[config.mk]
export PLATFORM = sky130hd
export DESIGN_NAME = fetcher
export DESIGN_NICKNAME = d
export VERILOG_FILES = /design/src/rtl/fetcher.sv
export SDC_FILE = /design/constraint.sdc
export NUM_CORES = 1
export LEC_CHECK = 0
export ABC_AREA = 1
export CAP_MARGIN = 0
export CORE_MARGIN = 1.5
export CORE_UTILIZATION = 39
export CTS_CLUSTER_SIZE = 8
export DETAILED_ROUTE_END_ITERATION = 8
export PLACE_DENSITY = 0.84
export REMOVE_ABC_BUFFERS = 1
export SYNTH_ARGS = -nofsm -noshare
export SYNTH_HDL_FRONTEND = slang
export SYNTH_SLANG_ARGS = --single-unit
[constraint.sdc]
create_clock -name clk -period 1.7 [get_ports clk]
set_clock_uncertainty 0.2 [all_clocks]
set_input_delay 0.34 -clock clk [delete_from_list [all_inputs] [get_ports clk]]
set_output_delay 0.34 -clock clk [all_outputs]
set_load 0.05 [all_outputs]
[src/rtl/fetcher.sv]
// Instruction fetch stage: reads one 32-bit word at pc per start pulse and presents {pc_out, instr_raw}.
// Latency: enabled@c0 -> completed@c3 on a zero-wait bus (+1 per arready/rvalid wait); misaligned pc -> completed@c1.
// Backpressure: arvalid/araddr held until arready; rready held until rvalid; enabled ignored while a fetch is in flight.
module fetcher #(
    parameter logic [31:0] NOP_INSTR   = 32'h0000_0013,
    parameter bit          ALIGN_CHECK = 1'b1
) (
    input  logic        clk,
    input  logic        rstn,
    input  logic        enabled,
    output logic        completed,
    input  logic [31:0] pc,
    output logic [31:0] pc_out,
    output logic [31:0] instr_raw,
    output logic        fault,
    output logic [31:0] mem_araddr,
    output logic        mem_arvalid,
    input  logic        mem_arready,
    input  logic [31:0] mem_rdata,
    input  logic        mem_rvalid,
    output logic        mem_rready
);

    typedef enum logic [1:0] {
        IDLE = 2'd0,
        ADDR = 2'd1,
        DATA = 2'd2,
        DONE = 2'd3
    } state_t;

    state_t      state_q, state_d;
    logic        done_flag_q, done_flag_d;
    logic [31:0] pc_out_d;
    logic [31:0] instr_raw_d;
    logic        fault_d;
    logic [31:0] mem_araddr_d;
    logic        mem_arvalid_d;
    logic        mem_rready_d;
    logic        misaligned;

    assign misaligned = ALIGN_CHECK && (pc[1:0] != 2'b00);

    // A pending result is withdrawn in the very cycle a new start is requested.
    assign completed = done_flag_q & ~enabled;

    always_comb begin
        state_d       = state_q;
        done_flag_d   = done_flag_q;
        pc_out_d      = pc_out;
        instr_raw_d   = instr_raw;
        fault_d       = fault;
        mem_araddr_d  = mem_araddr;
        mem_arvalid_d = mem_arvalid;
        mem_rready_d  = mem_rready;

        case (state_q)
            IDLE, DONE: begin
                if (enabled) begin
                    pc_out_d    = pc;
                    done_flag_d = 1'b0;
                    if (misaligned) begin
                        fault_d     = 1'b1;
                        instr_raw_d = NOP_INSTR;
                        done_flag_d = 1'b1;
                        state_d     = DONE;
                    end else begin
                        fault_d       = 1'b0;
                        mem_araddr_d  = pc;
                        mem_arvalid_d = 1'b1;
                        state_d       = ADDR;
                    end
                end
            end
            ADDR: begin
                if (mem_arready) begin
                    mem_arvalid_d = 1'b0;
                    mem_rready_d  = 1'b1;
                    state_d       = DATA;
                end
            end
            DATA: begin
                if (mem_rvalid) begin
                    instr_raw_d  = mem_rdata;
                    mem_rready_d = 1'b0;
                    done_flag_d  = 1'b1;
                    state_d      = DONE;
                end
            end
            default: state_d = IDLE;
        endcase
    end

    always_ff @(posedge clk or negedge rstn) begin
        if (!rstn) begin
            state_q     <= IDLE;
            done_flag_q <= 1'b0;
            pc_out      <= 32'h0;
            instr_raw   <= NOP_INSTR;
            fault       <= 1'b0;
            mem_araddr  <= 32'h0;
            mem_arvalid <= 1'b0;
            mem_rready  <= 1'b0;
        end else begin
            state_q     <= state_d;
            done_flag_q <= done_flag_d;
            pc_out      <= pc_out_d;
            instr_raw   <= instr_raw_d;
            fault       <= fault_d;
            mem_araddr  <= mem_araddr_d;
            mem_arvalid <= mem_arvalid_d;
            mem_rready  <= mem_rready_d;
        end
    end

endmodule

==> impl_metrics.toml, run 1 <==
[finish]
syn_to_final_growth_pct = 83.7
drive_gt1_share_pct = 28.7
n_fill_cell = 677
fin_nets = 793
num_antenna_cells = 0
stdcell_count = 865

[timing]
fin_crit_sh_pct = 108
clock.fmax_ghz = 0.545
drv_slew = 0
setup_viol = 29
worstMarginPinSlew_ps = 319
hold_viol_final = 0
rsz0062_at_grt = "true"
fin_crit_ps = 1830
max-slew-margin-rel_pct = 78.6
setup_tns_ps = -1450
worst_slack_ps = -134

[power_and_ir_drop]
ir_worst_vdd_mv = 1.20
leakagePower_uw = 0.00419
power_density_nw_per_um2 = 2400

[synthesis]
yosysUniqueCellTypes = 16
ys_seq_area_share_pct = 59.5
ys_top_cells_by_area = "dfrtp_1, nand2_1, nand3_1, inv_1, buf_2"
yosysTopAreaCellShare_pct = 57.7
avgSynthCellArea_um2 = 8.09
yosysWarnings = 0
synth_area_leader_cell = "dfrtp_1"
synthesis.area_um2 = 4300
syn_inst = 531
ys_ff_latch = 102

[routing]
drc_errors = 0
ant_nets = 0
vias = 4273
wire_per_inst_um = 17.0
drt_iter0_markers = 268
wl_um = 14700
viasPerCell = 4.94
drt-pass1-iter-count = 5

[status]
status = "finished with violations"
failed_checks = "setup timing"

[die]
die_width_um = 108
die_h_um = 108
initial_core_util_pct = 39.8
die_area_um2 = 11700
io_pins = 169
core_um2 = 10800
row_count = 38

[setup_path]
crit_type = "reg2reg"
worstPathArrival_ps = 1880
crit_path_start_kind = "flop"
required_ps = 1750
worstSetupEndpointType = "flop"
worstPathMaxFanout = 8
ff2ff_path_depth = 6

[cts]
root_buffer = "clkbuf_8"
cts_tree = "built"
cts_made_buffers = 9
clock_latency_ps = 360
cts_sinks = 102
htreeDepth = 3
clk_path_buf_depth = 2
path_clk_slew_ps = 110

[global_route]
antenna_found_initial = 0
grt_pass1_vias = 4180
grt_first_pass_wirelength_um = 20800
grt_overflow = 0
grtUsageTotal_pct = 23.1
grt_max_degree = 46

[place]
dp_cells = 842
io_buffer_count = 168
gp_congestion = 0.872
dpl.hpwl_um = 9820

[flow_run]
drv_cap = 0

[min_path]
hp-class = "in2async"
-- critical path, cell delays in order (launching register included) --
cell and delay, ps:
dfrtp_1 430, ha_4 300, nand2_1 210, nand3_4 190, clkbuf_16 230, nand2_1 90
nand2_1 70
-- final cells by class --
class	count	area, um^2	share of cell area, %
Multi-Input combinational cell	360	1680	21.3
Tap cell	140	175	2.22
Clock buffer	10	138	1.74
Sequential cell	102	2560	32.4
Clock inverter	6	76.3	0.967
Timing Repair Buffer	202	3090	39.2
Inverter	45	174	2.20
-- metrics by stage --
| stage | worst slack, ps | cell area, um^2 | total power, uW | util (%) | hold WS (ps) |
|---|---|---|---|---|---|
| final | -134 | 7890 | 19000 | 73.1 | 194 |
| after global routing | -153 | 7890 | 19800 | 73.1 | 210 |
| after CTS | 3.38 | 7560 | 17800 | 70.1 | 199 |
| after detailed placement | -160 | 7320 | 16000 | 67.8 | 53.4 |
| after global placement | -111 | 7320 | 15700 | 67.8 | 57.2 |
| after floorplan | -584 | 4180 | 9700 | - | -156 |
-- Yosys cell counts, drive strengths merged --
master and count:
a21oi 1, buf 17, clkbuf 7, dfrtp 99
dfstp 3, ha 4, inv 45, nand2 306
nand3 36, nand4 1, nor2 7, o21ai 1
or2 4
-- power breakdown --
group | internal [uW] | switching [uW]
logic | 5690 | 6940
registers | 3490 | 1200
clock network | 745 | 892
-- cells by family after synthesis --
kind of cell,count (synthesis),synth area share [%]
AND/OR/NAND/NOR,354,32.6
AO/OA/AOI/OAI,2,0.233
adder cells (fa/ha/maj),4,1.17
flip-flops,102,59.5
buffers and inverters,69,6.52
-- routing by layer --
| metal | GRT usage, % | vias up | share of wire (%) |
|---|---|---|---|
| met1 | 26.7 | 2050 | 36 |
| met4 | 9.40 | 0 | 2.7 |
| met2 | 40.1 | 235 | 52 |
| met5 | 0 | - | 0 |
| li1 | - | 1959 | - |
| met3 | 6.81 | 29 | 8.9 |
-- final timing paths --
| path | endpoint | startpoint | slack, ps |
|---|---|---|---|
| worst max register to register | instr_raw[19] | state_q[1] | -130 |
| min in group clk | instr_raw[1] | instr_raw[1] | 290 |
| max in group asynchronous | mem_araddr[20] | rstn | 550 |
| worst min-delay path | instr_raw[11] | rstn | 190 |
| worst min register to register | instr_raw[1] | instr_raw[1] | 290 |
| worst max-delay path | instr_raw[19] | state_q[1] | -130 |
-- sequential cells by signal (all words and copies together) (netlist names) --
signal	count
pc_out	32
mem_rready	1
mem_arvalid	1
mem_araddr	32
state_q	2
fault	1
instr_raw	32
done_flag_q	1
-- placed cells by master, fill, tap and decap left out --
cell / Yosys / final
a21oi_1: 1 / 1
buf_12: 0 / 106
buf_4: 0 / 22
buf_6: 0 / 2
bufinv_16: 0 / 1
clkbuf_16: 0 / 4
clkbuf_8: 0 / 10
clkdlybuf4s50_1: 0 / 66
clkinv_4: 0 / 3
dfrtp_1: 99 / 99
dfstp_2: 3 / 3
dlygate4sd3_1: 0 / 1
dlymetal6s2s_1: 0 / 1
ha_1: 4 / 2
ha_4: 0 / 2
inv_1: 44 / 42
inv_2: 1 / 1
inv_4: 0 / 2
inv_6: 0 / 1
inv_8: 0 / 1
nand2_1: 305 / 263
nand2_2: 1 / 27
nand2_4: 0 / 16
nand3_1: 34 / 34
nand3_2: 2 / 1
nand3_4: 0 / 1
nand4_1: 1 / 1
nor2_1: 7 / 6
nor2_2: 0 / 1
o21ai_1: 0 / 1
or2_2: 4 / 4
-- timing repair --
| action | in CTS | in global routing |
|---|---|---|
| endpoints found under the hold margin | 87 | 0 |
| setup buffers | 0 | 1 |
| pin swaps | 1 | 6 |
| setup endpoints to repair | 55 | 37 |
| gates cloned | 0 | 5 |
| gates resized for setup | 6 | 65 |
| hold buffers | 1 | 0 |
Power figures use the tool's default switching activity.
==> run 2: changes to the inputs <==
Settings changed: ABC_CLOCK_PERIOD_IN_PS from default to 1700, CTS_CLUSTER_DIAMETER from default to 50.
==> results of run 2 <==
No change in the layout: final DEF, timing and power equal those of run 1.
